==> config.mk <==
export PLATFORM = sky130hd
export DESIGN_NAME = conv2_maxpool_relu
export DESIGN_NICKNAME = d
export VERILOG_FILES = /design/src/rtl/conv2_pool_pkg.sv /design/src/rtl/pool_max2.sv /design/src/rtl/conv2_maxpool_relu.sv
export SDC_FILE = /design/constraint.sdc
export NUM_CORES = 1
export LEC_CHECK = 0
export CAP_MARGIN = 20
export CORE_ASPECT_RATIO = 1.25
export CORE_UTILIZATION = 35
export DETAILED_ROUTE_END_ITERATION = 8
export MAX_ROUTING_LAYER = met4
export SLEW_MARGIN = 10
export SYNTH_ARGS = -nofsm -noshare
export SYNTH_HDL_FRONTEND = slang
export SYNTH_HIERARCHICAL = 1
export SYNTH_SLANG_ARGS = --single-unit
==> constraint.sdc <==
create_clock -name clk -period 4.7 [get_ports clk]
set_input_delay 0.47 -clock clk [delete_from_list [all_inputs] [get_ports clk]]
set_output_delay 0.47 -clock clk [all_outputs]
set_load 0.01 [all_outputs]
==> src/rtl/conv2_pool_pkg.sv <==
// Shared widths, FSM state type and ReLU/saturation helper
// for the conv2 max-pool output stage.
package conv2_pool_pkg;

  localparam int DATA_W = 14;
  localparam int OUT_W = 12;
  localparam int IN_COLS = 8;
  localparam int IN_ROWS = 8;
  localparam int POOL_COLS = IN_COLS / 2;

  localparam logic signed [DATA_W-1:0] SAT_MAX =
    DATA_W'(2 ** (OUT_W - 1) - 1);
  localparam logic [OUT_W-1:0] OUT_MAX =
    OUT_W'(2 ** (OUT_W - 1) - 1);

  typedef enum logic {
    ROW_TOP = 1'b0,
    ROW_BOT = 1'b1
  } state_t;

  function automatic logic [OUT_W-1:0] relu_sat(
    input logic signed [DATA_W-1:0] m
  );
    logic [OUT_W-1:0] r;
    r = '0;
    if (m[DATA_W-1]) r = '0;
    else if (m > SAT_MAX) r = OUT_MAX;
    else r = m[OUT_W-1:0];
    return r;
  endfunction

endpackage

==> src/rtl/pool_max2.sv <==
// Combinational signed maximum of two conv sums.
// On a tie either operand is equivalent.
module pool_max2
  import conv2_pool_pkg::*;
(
  input  logic signed [DATA_W-1:0] a,
  input  logic signed [DATA_W-1:0] b,
  output logic signed [DATA_W-1:0] y
);

  assign y = (a > b) ? a : b;

endmodule

==> src/rtl/conv2_maxpool_relu.sv <==
// 2x2/stride-2 max pool + ReLU + saturation over a raster
// stream of conv2 sums; one instance per output channel.
module conv2_maxpool_relu
  import conv2_pool_pkg::*;
(
  input  logic                     clk,
  input  logic                     rst,
  input  logic                     valid_in,
  input  logic signed [DATA_W-1:0] data_in,
  output logic [OUT_W-1:0]         data_out,
  output logic                     valid_out,
  output logic                     frame_done
);

  localparam int CW = $clog2(IN_COLS);
  localparam int RW = $clog2(IN_ROWS);
  localparam logic [CW-1:0] COL_LAST = CW'(IN_COLS - 1);
  localparam logic [RW-1:0] ROW_LAST = RW'(IN_ROWS - 1);

  logic [CW-1:0] col;
  logic [RW-1:0] row;
  state_t        state;

  logic signed [DATA_W-1:0] pair_reg;
  logic signed [DATA_W-1:0] rowbuf [POOL_COLS];
  logic signed [DATA_W-1:0] max_pair;
  logic signed [DATA_W-1:0] max_win;
  logic [CW-2:0]            slot;

  assign slot = col[CW-1:1];

  pool_max2 u_max_pair (
    .a (pair_reg),
    .b (data_in),
    .y (max_pair)
  );

  pool_max2 u_max_win (
    .a (max_pair),
    .b (rowbuf[slot]),
    .y (max_win)
  );

  always_ff @(posedge clk) begin
    if (rst) begin
      col        <= '0;
      row        <= '0;
      state      <= ROW_TOP;
      pair_reg   <= '0;
      data_out   <= '0;
      valid_out  <= 1'b0;
      frame_done <= 1'b0;
      for (int i = 0; i < POOL_COLS; i++) rowbuf[i] <= '0;
    end else begin
      valid_out  <= 1'b0;
      frame_done <= 1'b0;
      if (valid_in) begin
        case (state)
          ROW_TOP: begin
            if (!col[0]) pair_reg <= data_in;
            else rowbuf[slot] <= max_pair;
          end
          ROW_BOT: begin
            if (!col[0]) begin
              pair_reg <= data_in;
            end else begin
              data_out   <= relu_sat(max_win);
              valid_out  <= 1'b1;
              frame_done <= (row == ROW_LAST) && (col == COL_LAST);
            end
          end
          default: ;
        endcase
        // Row wrap also flips the top/bottom phase; no idle cycle between frames.
        if (col == COL_LAST) begin
          col   <= '0;
          row   <= (row == ROW_LAST) ? '0 : row + 1'b1;
          state <= (state == ROW_TOP) ? ROW_BOT : ROW_TOP;
        end else begin
          col <= col + 1'b1;
        end
      end
    end
  end

endmodule

==> reports/metrics.cfg <==
[outcome]
status=finished clean

[worst_setup_path]
cp_max_fo=6
cp-start-kind=input pin
end_kind=flop
cp.arrival_ns=4.84
reg2reg_depth=14
cp-endpoint=data_out[10]
required_ns=4.94
path_class=in2reg
crit_start=data_in[9]
r2r-end=data_out[10]
r2r-start=pair_reg[9]
ff2ff_setup_slack_ns=0.40

[floorplan]
coreArea_um2=16100
io-pin-count=31
rows=52
dieArea_um2=16900
die_x_um=117
initial_core_util_pct=35.6
die_y_um=145

[detailed_routing]
drt-initial-drc-count=357
vias=4911
viasPerCell=5.35
post_drt_wl_per_cell_um=17.0
firstDrtPassIters=5
finalWirelength_um=15600
drc=0
ant_nets=0

[sta]
period_share_pct=97.9
slew_viol_final=0
max_freq_mhz=217
tightestPinTransition_ns=1.04
hold-worst-slack_ns=0.448
setup_viol=0
relSlewSlack_pct=30.5
finalWorstSetupSlack_ns=0.0981
rsz0062_at_grt=yes
hold_viol=0
finalSetupTns_ns=0
finalClockSkew_ns=0.0112
min_period_ns=4.60

[yosys]
yosysTopAreaCell=edfxtp_1
syn_area_um2=5740
ys.flop_type=edfxtp_1
synthTopCellsByArea=edfxtp_1, dfxtp_1, ha_1, and2_1, mux4_2
synth_nets=643
syn_inst=594
async_reset_ff_share_pct=0
synth-seq-cells=93
avgSynthCellArea_um2=9.67
synth-edff-count=56
yosysSeqAreaShare_pct=42.2
yosys_warnings=6
synth_top_cell_area_share_pct=29.3
synth_cell_types=48

[placed_design]
dpl.hpwl_um=11300
place_inst=893
post_dp_cell_area_um2=6850
io_buffers=30
dp_worst_setup_slack_ns=-0.438
gp_congestion=0.942

[grt]
grt_max_degree=30
gr-usage-all-layers_pct=19.7
antenna_found_initial=0
grt_pass1_wl_um=24800
grt_pass1_vias=4910
grt.overflow.total=0

[power_and_ir_drop]
p_int_mw=1.75
powerDensity_nw_per_um2=353
p_switching_mw=0.899
leakage_nw=2.99
swShare_pct=33.9
total_power_mw=2.65
clkPwrFrac_pct=28.6
p_comb_share_pct=36.9
power_frac_seq_pct=34.4
peakVddDrop_v=0.000161

[clocking]
clock_path_buffers=2
clk_latency_ns=0.36
cts_sinks=93
cts-root-buf=clkbuf_16
clk_pin_slew_ns=0.06
htree_levels=3
cts_tree=yes
cts_buffers=9

[cells_and_area]
fin_nets=746
diodes=0
largest_register_ffs=56
syn_to_final_growth_pct=30.5
stdcell_count=918
fin_util_pct=46.5
stdcell_area_um2=7500
layout-drive-gt1-share_pct=25.6

[worst_hold_path]
min_path_type=reg2reg

[flow_run]
cap_viol_max_count=0

## critical path, stage by stage
cell	delay [ns]
clkdlybuf4s50_1	0.48
inv_1	0.06
ha_1	0.28
and2_1	0.17
a221o_1	0.41
a21oi_4	0.22
mux2_4	0.41
o311ai_4	0.27
ha_1	0.29
and2_1	0.17
a221o_1	0.37
a21oi_2	0.22
mux2_4	0.39
o311ai_4	0.31
nand2b_2	0.22
o21ai_0	0.09
## cell usage in the layout, fill, tap and decap left out, types with 3 or more instances in the layout
cell	synthesis	routed
nor2_1	17	16
nand2_1	51	51
o21ai_1	2	11
a21boi_0	28	25
nand2b_1	5	4
o21ai_0	39	30
nor4_1	26	26
or2_4	2	4
inv_6	0	3
o311ai_4	0	8
a21oi_1	24	23
nor3_2	3	3
a21oi_2	4	4
or2_2	3	3
o311ai_2	0	14
nand4_1	4	4
edfxtp_1	56	56
a21boi_1	0	3
dfxtp_1	37	37
clkbuf_16	0	10
buf_4	0	95
mux2i_1	3	3
and2_1	59	59
inv_1	58	58
nand3_1	30	30
clkdlybuf4s50_1	0	30
nor3_1	4	4
mux4_2	14	14
o311ai_1	20	4
ha_1	32	31
## worst min-delay path by stage
stage / start / endpoint / slack [ns] / depth (start not counted)
floorplan: pair_reg[0] / pair_reg[0] / 0.44 / 2
global placement: data_out[5] / data_out[5] / 0.44 / 2
detailed placement: data_out[11] / data_out[11] / 0.45 / 1
CTS: data_out[11] / data_out[11] / 0.46 / 1
global route: data_out[4] / data_out[4] / 0.47 / 2
finish: data_out[9] / data_out[9] / 0.45 / 2
## cell families after synthesis
| logic type | after synthesis | synth area share, % |
|---|---|---|
| adders and majority gates | 32 | 6.97 |
| buffers and inverters | 96 | 7.02 |
| xor gates and xnor gates | 1 | 0.153 |
| and+or+nand+nor | 214 | 20.5 |
| AOI/OAI and AO/OA | 139 | 16.7 |
| DFF | 93 | 42.2 |
| muxes | 19 | 6.54 |
## layer usage
metal / track usage, % / vias to the layer above / share of wire (%)
met5: - / - / 0
met4: 6.65 / 0 / 2.1
met3: 3.63 / 20 / 5.5
met2: 32.4 / 171 / 51
met1: 23.9 / 2350 / 42
li1: - / 2370 / -
## power by group through the flow
stage	Clock, mW	Sequential, mW	Combinational (mW)
4_1_cts	0.772	0.911	0.800
3_3_place_gp	0	0.927	0.760
2_1_floorplan	0	0.921	0.493
3_5_place_dp	0	0.930	0.786
5_1_grt	0.797	0.915	1.06
6_report	0.758	0.911	0.978
## cell type report
| type | count | area (um^2) |
|---|---|---|
| sequential | 93 | 2420 |
| timing repair buffer | 126 | 1020 |
| tap | 216 | 270 |
| clock buffer | 10 | 250 |
| clock inverter | 6 | 57.6 |
| inverter | 58 | 218 |
| fill | 1572 | 8640 |
| multi-input combinational | 409 | 3250 |
## Yosys cell counts (all sizes together), types with 26 or more instances
cell type and n:
o21ai 43, nor4 26, dfxtp 37, o311ai 28
a21oi 28, edfxtp 56, nand3 30, ha 32
nand2 51, inv 58, and2 59, a21boi 28
## timing repair
item | 4_1_cts | 5_1_grt
pin swaps | 1 | 16
setup buffers | 1 | 3
hold endpoints to repair | 0 | 0
endpoints found under the setup margin | 11 | 11
hold buffers | 0 | 0
cloned | 0 | 4
gates resized for setup | 2 | 54
Note: power is estimated with default switching activity, not from simulation.
